`src/rtl/image_uart_loader_if.sv`:
```
// Bundle of the serial input and the framebuffer write-port side of the UART image loader.
// master = the loader itself, slave = whatever drives rx and consumes the RAM writes.
interface image_uart_loader_if #(
  parameter int ADDR_BITS = 16
);
  logic                 rx;
  logic                 wr_en;
  logic [ADDR_BITS-1:0] wr_addr;
  logic [7:0]           wr_data;
  logic                 busy;
  logic                 frame_done;
  logic                 crc_err;
  logic                 frame_err;

  modport master (
    input  rx,
    output wr_en, wr_addr, wr_data, busy, frame_done, crc_err, frame_err
  );

  modport slave (
    output rx,
    input  wr_en, wr_addr, wr_data, busy, frame_done, crc_err, frame_err
  );
endinterface

```
`src/rtl/image_uart_loader.sv`:
```
// UART (8N1) receiver feeding a frame loader that writes SYNC-prefixed, XOR-checked
// images into the 8-bit pixel RAM scanned out by the VGA block.
module image_uart_loader #(
  parameter int         CLK_HZ    = 100_000_000,
  parameter int         BAUD      = 115_200,
  parameter int         ADDR_BITS = 16,
  parameter logic [7:0] SYNC_BYTE = 8'hA5
) (
  input logic          clk,
  input logic          clr,
  image_uart_loader_if.master bus
);
  localparam int CLKS_PER_BIT = CLK_HZ / BAUD;
  localparam int HALF_BIT     = (CLKS_PER_BIT / 2 > 0) ? CLKS_PER_BIT / 2 : 1;
  localparam int CNT_W        = $clog2(CLKS_PER_BIT + 1);

  typedef enum logic [1:0] {R_IDLE, R_START, R_DATA, R_STOP} rx_state_t;
  typedef enum logic [1:0] {L_SYNC, L_LOAD, L_CHECK} ld_state_t;

  // Two-flop synchronizer; idles high so reset cannot fake a start bit.
  logic r_rx_m, r_rx_s;

  always_ff @(posedge clk) begin
    if (clr) begin
      r_rx_m <= 1'b1;
      r_rx_s <= 1'b1;
    end else begin
      r_rx_m <= bus.rx;
      r_rx_s <= r_rx_m;
    end
  end

  rx_state_t        r_rstate, w_rstate_nxt;
  logic [CNT_W-1:0] r_cnt, w_cnt_nxt;
  logic [2:0]       r_bit, w_bit_nxt;
  logic [7:0]       r_shift, w_shift_nxt;
  logic             r_byte_vld, w_byte_vld_nxt;
  logic             r_frame_err, w_frame_err_nxt;
  logic             w_half_hit, w_bit_hit;

  assign w_half_hit = (r_cnt == CNT_W'(HALF_BIT - 1));
  assign w_bit_hit  = (r_cnt == CNT_W'(CLKS_PER_BIT - 1));

  always_ff @(posedge clk) begin
    if (clr) begin
      r_rstate    <= R_IDLE;
      r_cnt       <= '0;
      r_bit       <= '0;
      r_byte_vld  <= 1'b0;
      r_frame_err <= 1'b0;
    end else begin
      r_rstate    <= w_rstate_nxt;
      r_cnt       <= w_cnt_nxt;
      r_bit       <= w_bit_nxt;
      r_byte_vld  <= w_byte_vld_nxt;
      r_frame_err <= w_frame_err_nxt;
    end
    r_shift <= w_shift_nxt;
  end

  always_comb begin
    w_rstate_nxt    = r_rstate;
    w_cnt_nxt       = r_cnt;
    w_bit_nxt       = r_bit;
    w_shift_nxt     = r_shift;
    w_byte_vld_nxt  = 1'b0;
    w_frame_err_nxt = 1'b0;
    case (r_rstate)
      R_IDLE: begin
        if (!r_rx_s) begin
          w_rstate_nxt = R_START;
          w_cnt_nxt    = '0;
          w_bit_nxt    = '0;
        end
      end
      R_START: begin
        // Mid-start-bit recheck rejects short low glitches on the line.
        if (w_half_hit) begin
          w_cnt_nxt    = '0;
          w_rstate_nxt = r_rx_s ? R_IDLE : R_DATA;
        end else begin
          w_cnt_nxt = r_cnt + CNT_W'(1);
        end
      end
      R_DATA: begin
        if (w_bit_hit) begin
          w_cnt_nxt   = '0;
          w_shift_nxt = {r_rx_s, r_shift[7:1]};
          w_bit_nxt   = r_bit + 3'd1;
          if (r_bit == 3'd7) w_rstate_nxt = R_STOP;
        end else begin
          w_cnt_nxt = r_cnt + CNT_W'(1);
        end
      end
      R_STOP: begin
        // Back to idle at mid-stop so a following start edge is caught on time.
        if (w_bit_hit) begin
          w_cnt_nxt       = '0;
          w_rstate_nxt    = R_IDLE;
          w_byte_vld_nxt  = r_rx_s;
          w_frame_err_nxt = ~r_rx_s;
        end else begin
          w_cnt_nxt = r_cnt + CNT_W'(1);
        end
      end
      default: w_rstate_nxt = R_IDLE;
    endcase
  end

  ld_state_t            r_lstate, w_lstate_nxt;
  logic [ADDR_BITS-1:0] r_idx, w_idx_nxt;
  logic [ADDR_BITS-1:0] r_wr_addr, w_wr_addr_nxt;
  logic [7:0]           r_wr_data, w_wr_data_nxt;
  logic [7:0]           r_csum, w_csum_nxt;
  logic                 r_wr_en, w_wr_en_nxt;
  logic                 r_busy, w_busy_nxt;
  logic                 r_done, w_done_nxt;
  logic                 r_crc, w_crc_nxt;

  always_ff @(posedge clk) begin
    if (clr) begin
      r_lstate  <= L_SYNC;
      r_idx     <= '0;
      r_wr_addr <= '0;
      r_wr_data <= '0;
      r_csum    <= '0;
      r_wr_en   <= 1'b0;
      r_busy    <= 1'b0;
      r_done    <= 1'b0;
      r_crc     <= 1'b0;
    end else begin
      r_lstate  <= w_lstate_nxt;
      r_idx     <= w_idx_nxt;
      r_wr_addr <= w_wr_addr_nxt;
      r_wr_data <= w_wr_data_nxt;
      r_csum    <= w_csum_nxt;
      r_wr_en   <= w_wr_en_nxt;
      r_busy    <= w_busy_nxt;
      r_done    <= w_done_nxt;
      r_crc     <= w_crc_nxt;
    end
  end

  always_comb begin
    w_lstate_nxt  = r_lstate;
    w_idx_nxt     = r_idx;
    w_wr_addr_nxt = r_wr_addr;
    w_wr_data_nxt = r_wr_data;
    w_csum_nxt    = r_csum;
    w_wr_en_nxt   = 1'b0;
    w_busy_nxt    = r_busy;
    w_done_nxt    = 1'b0;
    w_crc_nxt     = 1'b0;
    case (r_lstate)
      L_SYNC: begin
        if (r_byte_vld && r_shift == SYNC_BYTE) begin
          w_lstate_nxt  = L_LOAD;
          w_busy_nxt    = 1'b1;
          w_wr_addr_nxt = '0;
          w_idx_nxt     = '0;
          w_csum_nxt    = '0;
        end
      end
      L_LOAD: begin
        if (r_frame_err) begin
          w_lstate_nxt = L_SYNC;
          w_busy_nxt   = 1'b0;
        end else if (r_byte_vld) begin
          w_wr_en_nxt   = 1'b1;
          w_wr_data_nxt = r_shift;
          w_wr_addr_nxt = r_idx;
          w_csum_nxt    = r_csum ^ r_shift;
          w_idx_nxt     = r_idx + ADDR_BITS'(1);
          if (r_idx == '1) w_lstate_nxt = L_CHECK;
        end
      end
      L_CHECK: begin
        if (r_frame_err) begin
          w_lstate_nxt = L_SYNC;
          w_busy_nxt   = 1'b0;
        end else if (r_byte_vld) begin
          w_lstate_nxt = L_SYNC;
          w_busy_nxt   = 1'b0;
          w_done_nxt   = (r_shift == r_csum);
          w_crc_nxt    = (r_shift != r_csum);
        end
      end
      default: w_lstate_nxt = L_SYNC;
    endcase
  end

  // Status pulses are masked while clr is held so none can appear during reset.
  assign bus.wr_en      = r_wr_en;
  assign bus.wr_addr    = r_wr_addr;
  assign bus.wr_data    = r_wr_data;
  assign bus.busy       = r_busy;
  assign bus.frame_done = r_done & ~clr;
  assign bus.crc_err    = r_crc & ~clr;
  assign bus.frame_err  = r_frame_err & ~clr;

endmodule
```
`src/flat_wrapper.sv`:
```
// flat-port wrapper written by rule: the top's interface ports become plain ports
module image_uart_loader_flat 
#(
  parameter int         CLK_HZ    = 100_000_000,
  parameter int         BAUD      = 115_200,
  parameter int         ADDR_BITS = 16,
  parameter logic [7:0] SYNC_BYTE = 8'hA5
)
  (clk, clr, bus_rx, bus_wr_en, bus_wr_addr, bus_wr_data, bus_busy, bus_frame_done, bus_crc_err, bus_frame_err);
  image_uart_loader_if #(.ADDR_BITS(ADDR_BITS)) bus_i ();
  input logic clk;
  input logic clr;
  input wire logic [$bits(bus_i.rx)-1:0] bus_rx;
  output wire logic [$bits(bus_i.wr_en)-1:0] bus_wr_en;
  output wire logic [$bits(bus_i.wr_addr)-1:0] bus_wr_addr;
  output wire logic [$bits(bus_i.wr_data)-1:0] bus_wr_data;
  output wire logic [$bits(bus_i.busy)-1:0] bus_busy;
  output wire logic [$bits(bus_i.frame_done)-1:0] bus_frame_done;
  output wire logic [$bits(bus_i.crc_err)-1:0] bus_crc_err;
  output wire logic [$bits(bus_i.frame_err)-1:0] bus_frame_err;
  assign bus_i.rx = bus_rx;
  assign bus_wr_en = bus_i.wr_en;
  assign bus_wr_addr = bus_i.wr_addr;
  assign bus_wr_data = bus_i.wr_data;
  assign bus_busy = bus_i.busy;
  assign bus_frame_done = bus_i.frame_done;
  assign bus_crc_err = bus_i.crc_err;
  assign bus_frame_err = bus_i.frame_err;
  image_uart_loader #(.CLK_HZ(CLK_HZ), .BAUD(BAUD), .ADDR_BITS(ADDR_BITS), .SYNC_BYTE(SYNC_BYTE)) u_core (.clk(clk), .clr(clr), .bus(bus_i));
endmodule
```
`config.mk`:
```
export PLATFORM = sky130hd
export DESIGN_NAME = image_uart_loader_flat
export DESIGN_NICKNAME = d
export VERILOG_FILES = /design/src/rtl/image_uart_loader_if.sv /design/src/rtl/image_uart_loader.sv /design/src/flat_wrapper.sv
export SDC_FILE = /design/constraint.sdc
export NUM_CORES = 1
export LEC_CHECK = 0
export BUFFER_PORTS_ARGS = -buffer_cell sky130_fd_sc_hd__buf_2
export CORE_MARGIN = 2
export CORE_UTILIZATION = 35
export DETAILED_ROUTE_END_ITERATION = 12
export HOLD_SLACK_MARGIN = 0.08
export PLACE_DENSITY = 0.5
export SLEW_MARGIN = 20
export SYNTH_ARGS = -nofsm -noshare
export SYNTH_HDL_FRONTEND = slang
export SYNTH_SLANG_ARGS = --single-unit
```
`constraint.sdc`:
```
create_clock -name clk -period 2.6 [get_ports clk]
set_clock_uncertainty 0.05 [all_clocks]
set_input_delay 0.26 -clock clk [delete_from_list [all_inputs] [get_ports clk]]
set_output_delay 0.26 -clock clk [all_outputs]
set_load 0.005 [all_outputs]
```
==> impl_results.md, run 1 <==
- Top-count cell post-synth: dfxtp_1
- Syn-to-layout area delta: 16.4%
- Count of unique library cells instantiated by Yosys: 56
- Via density: ~4.9
- Arr. time, crit path: approximately 2.5 ns
- Crit Path Max Fanout: 22
- Status: finished clean
- First-pass GRT wire length: between 10000 and 15000 um
- DRC: 0
- Fmax achieved: approximately 0.43 GHz
- Async SR Flop Fraction: 0%
- ANT nets after route: 0
- Avg WL per Cell: between 10 and 15 um
- GR Overflow Total: 0
- Number of synthesized flops with an enable pin: 8
- Clock sinks: 81
- Clk buf depth: 2
- Top cell type's share of synthesized area: roughly two fifths
- Slowest CP cell: o41ai_4
- Mean Syn Cell Area: 9.17 um2
- Routed WL: roughly 7500 um
- Row cnt: 36
- Total CTS buffers: 9
- GR Util All Layers: roughly 15%
- CP startpoint kind: flip-flop
- DP HPWL: 5200 um
- Number of global-route vias before repair: between 2000 and 3000
- Via count: 2800
- Slew Limit Fails: 0
- Setup crit end kind: flip-flop
- Slew @ Worst Pin: a little over 1 ns
- Final TNS setup: 0 ns
- Clock transition at path regs: around 0.080 ns
- CP Data Required Time: between 2 and 3 ns
- Reg2Reg Setup Slack: around 0.28 ns
- Hold Violations, Final: 0
- CTS tree: done
- Part of the cycle the worst path needs: slightly below 90%
- Pleak: ~1.6 nW
- Post-Syn Area: roughly 3600 um2
- CP cell instances: and4bb_1, nand2_1, o41ai_4, buf_4, nor2_1
- Post-synth top flop: dfxtp_1
- Yosys warnings: 0
- Max-Cap Viols: 0
- Slowest Stage Delay on Critical Path: 0.90 ns
- Type of the tightest min-delay check: in -> reg
- Later-pin clock latency in the skew report: 0.36 ns
- Register bit total from synthesis: 81
- # nets final: approximately 440
- Buffers added on ports: 31
- Chip height: ~110 um
- Initial DRT Pass Iterations: 4
- Synth Net Count: ~400
- PD cells: about 600 nW/um2
- Core area: around 10000 um2
- Yosys top cell by area: dfxtp_1
- Cells after synthesis: 390
- Diodes inserted: 0
- Largest net degree at the start of global routing: 35
- Worst vdd ir: ~0.28 mV
- Starting DRC count in detailed routing: between 90 and 100
- Final min period: around 2.3 ns
- Ranking of synthesized cells by area: dfxtp_1 41%, edfxtp_1 6.7%, nand2_1 5.8%, xor2_1 5.1%, a21oi_1 4.1%
- RSZ-0062 raised after global routing: false
- Kind of critical path: reg -> reg
- Die area: 11000 um2
- Final setup vio count: 0
- Post-CTS Setup Bufs: 0
- Initial antenna violation count: 0
- Htree depth: 3
- Initial core utilization: 36.3%
- Fillers: between 900 and 1000
- Rel. slew slack: about a third
- Root Driver: clkbuf_8
- Synth top cells by count: 73 x dfxtp_1, 55 x nand2_1, 35 x nor2_1
- Pre-CTS WS: 0.219 ns
- Setup ws final: between 0.2 and 0.3 ns
- Seq/Total Area, Yosys: 47.6%
- Share of post-route cells with drive strength above 1: approximately 18%
- Number of top-level pins: 32
- Chip Width: around 110 um
- Final GP Congestion: about 0.8
- Final core utilization: between 40% and 50%
==> worst paths after layout <==
| kind | startpoint | to | cells after the start |
|---|---|---|---|
| min reg2reg | u_core.r_rx_m$_SDFF_PP1_ | u_core.r_rx_s$_SDFF_PP1_ | 1 |
| max reg2reg | u_core.r_shift[6]$_DFFE_PP_ | u_core.r_csum[4]$_SDFFE_PP0P_ | 5 |
| min | clr | u_core.r_cnt[1]$_SDFFE_PP0P_ | 4 |
| max | u_core.r_shift[6]$_DFFE_PP_ | u_core.r_csum[4]$_SDFFE_PP0P_ | 5 |
==> registers in the layout, summed over array words and instances (netlist names), 2 cells and up, named ones only <==
signal              flops
u_core.bus.wr_addr     16
u_core.r_bit            3
u_core.bus.wr_data      8
u_core.r_lstate         2
u_core.r_csum           8
u_core.r_shift          8
u_core.r_cnt           10
u_core.r_idx           16
==> timing repair <==
item	CTS	global route
hold endpoints to repair	1	0
hold buffers	1	0
gates resized for setup	0	0
==> routing by layer <==
layer / part of all wire, % / global-route usage, % / vias to the layer above / wire [um]
li1: - / - / 1450 / -
met4: 2.4 / 8.38 / 0 / 182
met1: 50 / 19.8 / 1295 / 3760
met2: 44 / 21.8 / 42 / 3290
met3: 3.7 / 3.24 / 13 / 280
met5: 0 / 0 / - / 0
==> layout make-up <==
| cell class | count | area [um2] | area share [%] |
|---|---|---|---|
| timing repair buffer | 46 | 270 | 6.49 |
| tap | 133 | 166 | 4.00 |
| sequential | 81 | 1700 | 40.9 |
| clock inverter | 1 | 30.0 | 0.721 |
| multi-input combinational | 282 | 1760 | 42.3 |
| clock buffer | 15 | 198 | 4.75 |
| inverter | 10 | 37.5 | 0.901 |
==> metrics by stage <==
stage          instance area (um2)  power (W)  instances  hold WS (ns)
4_1_cts                       4160    0.00249        568         0.237
2_1_floorplan                 3580    0.00142        390         0.314
6_report                      4160    0.00245        568         0.255
3_5_place_dp                  3930    0.00146        551         0.343
3_3_place_gp                  3930    0.00146        551         0.345
5_1_grt                       4160    0.00255        568         0.273
==> cell families after synthesis <==
family,share of synthesized area [%]
and+or+nand+nor,27.4
adders and majority gates,3.15
AOI/OAI and AO/OA,9.94
xor gates and xnor gates,5.63
muxes,2.80
buffers and inverters,3.50
DFF,47.6
==> placed cells by master, fill, tap and decap left out, drive strengths merged, types with 10 or more instances in the layout <==
cell    count
clkbuf     15
a21oi      29
inv        10
nand4      12
dfxtp      73
nor3       11
buf        45
nand3      20
nand2      56
mux2i      10
o21ai      13
xor2       21
nor2       36
==> worst max-delay path: cells and delay by family (launching register included) <==
kind	cells	cell delay, ns
buffers and inverters	1	0.40
AOI/OAI and AO/OA	1	0.90
DFF	1	0.39
and+or+nand+nor	3	0.47
==> power by group <==
group	internal [W]	switching (W)	total, W
Clock	0.000582	0.000439	0.00102
Sequential	0.00127	0.0000136	0.00128
Combinational	0.0000475	0.0000963	0.000144
Total	0.00190	0.000549	0.00245
Power figures use the tool's default switching activity.
==> inputs of run 2 (changes only) <==
CAP_MARGIN = 20   (was default)
CORE_ASPECT_RATIO = 0.8   (was default)
==> run 2 against run 1 <==
Routed wire length rose by 1.7%. Total power rose by 13%. Via count is 2.0% lower. Sequential power about the same. Sequential share of layout area decreased by 0.41 points. Worst setup slack gained 0.11 ns. Global-route usage grew 0.29 points.
==> impl_results.md, run 2 (synthesis results as in run 1) <==
- Slowest CP cell: edfxtp_1
- CP top delay family: simple AND/OR/NAND/NOR gates
- Final setup vio count: 0
- Initial DRT Pass Iterations: 4
- CP cell instances: and4bb_1, a41o_2, nand4_4, or4_1, a21oi_1
- Starting DRC count in detailed routing: ~140
- Status: finished clean
- Met1 Use GR: between 20% and 30%
- Number of top-level pins: 32
- Routed WL: approximately 7600 um
- Slew Limit Fails: 0
- Crit Path Max Fanout: 20
- Core area: 9810 um2
- Diodes inserted: 0
- Critical Path Start: u_core.r_shift[6]$_DFFE_PP_
- Total CTS buffers: 9
- Hold-fix buffer count after cts: 1
- Multi-input gate area: 1760 um2
- DRC: 0
- Kind of critical path: reg -> reg
- Final min period: 2.21 ns
- Initial core utilization: a little over a third
- Storage cell area: about 1700 um2
- Clock transition at path regs: 0.06 ns
- Setup crit end kind: flip-flop
- Post-CTS Setup Bufs: 0
- # nets final: between 400 and 500
- Root Driver: clkbuf_16
- Die area: around 11000 um2
- Rel. slew slack: between 40 and 50%
- GR Util All Layers: between 10% and 20%
- Met3 Usage GRT: about 4.2%
- CP Buf/Inv Count: 0
- Share of post-route cells with drive strength above 1: ~17%
- Fillers: 1016
- Number of global-route vias before repair: approximately 2600
- Arr. time, crit path: around 2.4 ns
- R2r startpoint: u_core.r_shift[6]$_DFFE_PP_
- Chip Width: between 100 and 150 um
- Largest net degree at the start of global routing: 34
- Hold Violations, Final: 0
- Part of the cycle the worst path needs: 85.1%
- RSZ-0062 raised after global routing: false
- CTS tree: done
- GR Overflow Total: 0
- Chip height: approximately 94 um
- Final TNS setup: 0 ns
- Row cnt: 32
- Clk buf depth: 2
- Fmax achieved: between 0.4 and 0.5 GHz
- Hold Path Origin: clr
- CP Data Required Time: 2.82 ns
- ANT nets after route: 0
- Later-pin clock latency in the skew report: approximately 0.34 ns
- Initial antenna violation count: 0
- Worst vdd ir: ~0.32 mV
- Pleak: 1.63 nW
- Type of the tightest min-delay check: in -> reg
- Global routing's busiest layer: met1
- Final GP Congestion: a little over 0.8
- Clock sinks: 81
- Max-Cap Viols: 0
- CP startpoint kind: flip-flop
- Met2 Use GR: approximately a fifth
- Avg WL per Cell: roughly 14 um
- First-pass GRT wire length: around 13000 um
- Hold_ws: between 0.2 and 0.25 ns
- Buffers added on ports: 31
- PD cells: roughly 660 nW/um2
- Most common library cell in the layout ignoring fill and taps: dfxtp_1
- Most frequent cells in the layout: 73 x dfxtp_1, 55 x nand2_1, 35 x nor2_1, 31 x buf_2, 29 x a21oi_1
- Slowest Stage Delay on Critical Path: ~0.47 ns
- Slew @ Worst Pin: 0.791 ns
- Via count: about 2700
- DP HPWL: roughly 5300 um
- Syn-to-layout area delta: 17.6%
- Via density: 4.86
- Htree depth: 3
- PostCTS Resize Cnt: 0
-- run 2: power by group --
group	switching (W)	leakage (nW)	internal, W
clock	0.000498	0.154	0.000836
combinational	0.0000955	0.812	0.0000426
sequential	0.0000143	0.661	0.00127
total	0.000607	1.63	0.00215
-- run 2: per-stage QoR --
step	std cells	power (W)	utilization (%)	instance area, um2	setup slack [ns]
after global placement	548	0.00145	39.6	3880	0.482
after global routing	565	0.00287	42.9	4210	0.233
after CTS	565	0.00280	42.9	4210	0.391
final	565	0.00276	42.9	4210	0.387
after floorplan	390	0.00142	-	3580	0.655
after detailed placement	548	0.00145	39.6	3880	0.409
-- run 2: final timing paths --
| path | end | slack (ns) | cells after the start |
|---|---|---|---|
| min | u_core.bus.wr_en$_SDFF_PP0_ | 0.21 | 2 |
| max reg2reg | u_core.r_idx[13]$_SDFFE_PP0P_ | 0.39 | 5 |
| max | u_core.r_idx[13]$_SDFFE_PP0P_ | 0.39 | 5 |
| min reg2reg | u_core.r_rx_s$_SDFF_PP1_ | 0.36 | 1 |
-- run 2: metal layers --
metal | share of wire (%) | vias up
met1 | 55 | 1258
met4 | 1.2 | 0
met5 | 0 | -
met2 | 41 | 41
met3 | 3.7 | 6
li1 | - | 1439
-- run 2: final cells by class --
type,instances,share of cell area [%]
sequential,81,40.5
timing repair buffer,40,5.35
inverter,10,0.892
clock inverter,6,1.96
clock buffer,10,5.44
tap,136,4.05
multi-input combinational,282,41.9
==> inputs of run 3 (changes only) <==
CTS_BUF_LIST = sky130_fd_sc_hd__clkbuf_4 sky130_fd_sc_hd__clkbuf_8   (was default)
==> run 3 against run 2 <==
Clock power decreased by 25%. Largest power group is now sequential cells. Highest routed layer unchanged. Clock-buffer cell count is the same. Critical path depth is the same. Total power is 12% lower.
==> impl_results.md, run 3 (synthesis results as in run 1) <==
- Slowest CP cell: edfxtp_1
- Post-CTS Setup Bufs: 0
- Rel. slew slack: a little under half
- Hold Path Origin: clr
- Setup crit end kind: flip-flop
- Pre-CTS WS: about 0.41 ns
- Sw frac: 23.2%
- Chip height: about 94 um
- Final GP Congestion: 0.829
- Final TNS setup: 0 ns
- Slew @ Worst Pin: 0.793 ns
- Die area: ~11000 um2
- Hold depth: 2
- ANT nets after route: 0
- Syn-to-layout area delta: 14.9%
- Status: finished clean
- Routed WL: between 7000 and 8000 um
- Pleak: 1.58 nW
- Initial antenna violation count: 0
- Starting DRC count in detailed routing: 128
- Hold Violations, Final: 0
- R2r startpoint: u_core.r_shift[6]$_DFFE_PP_
- Diodes inserted: 0
- Arr. time, crit path: 2.46 ns
- Clock sinks: 81
- Total Power: about 0.0024 W
- DP HPWL: about 5300 um
- Max-Cap Viols: 0
- Kind of critical path: reg -> reg
- Fmax achieved: ~0.45 GHz
- CP startpoint kind: flip-flop
- GR Overflow Total: 0
- Crit Path Max Fanout: 20
- Clock network power share: just over 40%
- Largest net degree at the start of global routing: 34
- Sequential group share of total power: ~53%
- Total CTS buffers: 9
- Reg2Reg Setup Slack: approximately 0.38 ns
- DRC: 0
- Number of global-route vias before repair: around 2600
- CP top delay family: simple AND/OR/NAND/NOR gates
- First-pass GRT wire length: between 10000 and 15000 um
- Hold_ws: a little under 0.2 ns
- PostCTS Resize Cnt: 0
- Share of post-route cells with drive strength above 1: between 15 and 20%
- CP Data Required Time: between 2 and 3 ns
- Hold Path End: u_core.bus.wr_data[0]$_SDFFE_PP0P_
- Switching Power: about 0.00056 W
- Htree depth: 3
- CP Buf/Inv Count: 0
- Final setup vio count: 0
- Slowest Stage Delay on Critical Path: between 0.4 and 0.5 ns
- Buffers added on ports: 31
- CP cell instances: and4bb_1, a41o_2, nand4_4, or4_1, a21oi_1
- Clk buf depth: 2
- Avg WL per Cell: between 10 and 15 um
- Initial DRT Pass Iterations: 4
- Internal Power: roughly 0.0019 W
- Fillers: a little over 1000
- Part of the cycle the worst path needs: between 80% and 90%
- Via count: between 2000 and 3000
- Chip Width: ~120 um
- Initial core utilization: a little over a third
- R2R Path End: u_core.r_idx[13]$_SDFFE_PP0P_
- R2R depth: 5
- CTS tree: done
- Most frequent cells in the layout: 73 x dfxtp_1, 55 x nand2_1, 35 x nor2_1, 31 x buf_2, 29 x a21oi_1
- Core area: around 10000 um2
- Worst vdd ir: just over 0.2 mV
- PD cells: just under 600 nW/um2
- Number of top-level pins: 32
- Most common library cell in the layout ignoring fill and taps: dfxtp_1
- Type of the tightest min-delay check: in -> reg
- # nets final: between 400 and 500
- Root Driver: clkbuf_8
- Setup ws final: around 0.38 ns
- RSZ-0062 raised after global routing: false
- Comb power frac: 5.7%
- GR Util All Layers: 15.0%
- Clock transition at path regs: approximately 0.08 ns
- Final min period: between 2 and 2.5 ns
- Hold-fix buffer count after cts: 1
- Row cnt: 32
- Via density: about 4.9
- Slew Limit Fails: 0
- Later-pin clock latency in the skew report: ~0.36 ns
run 3: changes by cell type in the layout (fill, tap and decap cells not counted):
cell	before	now
clkbuf_4	0	1
clkbuf_8	0	9
clkbuf_1	1	0
clkbuf_16	9	0
run 3: metal layers:
metal	track usage (%)	wire length, um	vias to the layer above
met2	20.7	3060	54
met5	0	0	-
met3	4.56	369	9
met4	5.29	93	0
met1	22.0	4080	1250
li1	-	-	1436
run 3: area by class of cell:
cell class / instances / area, um2 / share of cell area, %
Multi-Input combinational cell: 282 / 1760 / 42.8
Sequential cell: 81 / 1700 / 41.4
Timing Repair Buffer: 40 / 225 / 5.48
Tap cell: 136 / 170 / 4.14
Clock buffer: 10 / 131 / 3.20
Clock inverter: 6 / 82.6 / 2.01
Inverter: 10 / 37.5 / 0.914
run 3: worst max-delay path by stage:
stage,end,from,depth (start not counted),slack [ns]
floorplan,u_core.r_shift[0]$_DFFE_PP_,u_core.r_cnt[2]$_SDFFE_PP0P_,2,0.65
global route,u_core.r_idx[13]$_SDFFE_PP0P_,u_core.r_lstate[1]$_SDFFE_PP0P_,7,0.23
global placement,u_core.r_idx[13]$_SDFFE_PP0P_,u_core.r_shift[4]$_DFFE_PP_,5,0.48
detailed placement,u_core.r_idx[13]$_SDFFE_PP0P_,u_core.r_shift[6]$_DFFE_PP_,5,0.41
finish,u_core.r_idx[13]$_SDFFE_PP0P_,u_core.r_shift[6]$_DFFE_PP_,5,0.38
CTS,u_core.r_idx[13]$_SDFFE_PP0P_,u_core.r_shift[6]$_DFFE_PP_,5,0.39
run 3: power groups by stage:
stage / Clock (W) / Sequential (W) / Combinational [W]
detailed placement: 0 / 0.00131 / 0.000139
CTS: 0.00105 / 0.00129 / 0.000141
floorplan: 0 / 0.00131 / 0.000110
global route: 0.00109 / 0.00129 / 0.000157
global placement: 0 / 0.00131 / 0.000137
finish: 0.00100 / 0.00129 / 0.000138
run 3: worst register-to-register path, delay by kind of cell (launching register included):
family             cells  cell delay, ns
and+or+nand+nor        3            1.01
DFF                    1            0.47
AOI/OAI and AO/OA      2            0.61
run 3: stage by stage:
step	area (um2)	utilization (%)	instances
2_1_floorplan	3580	-	390
3_3_place_gp	3880	39.6	548
3_5_place_dp	3880	39.6	548
4_1_cts	4110	41.9	565
5_1_grt	4110	41.9	565
6_report	4110	41.9	565
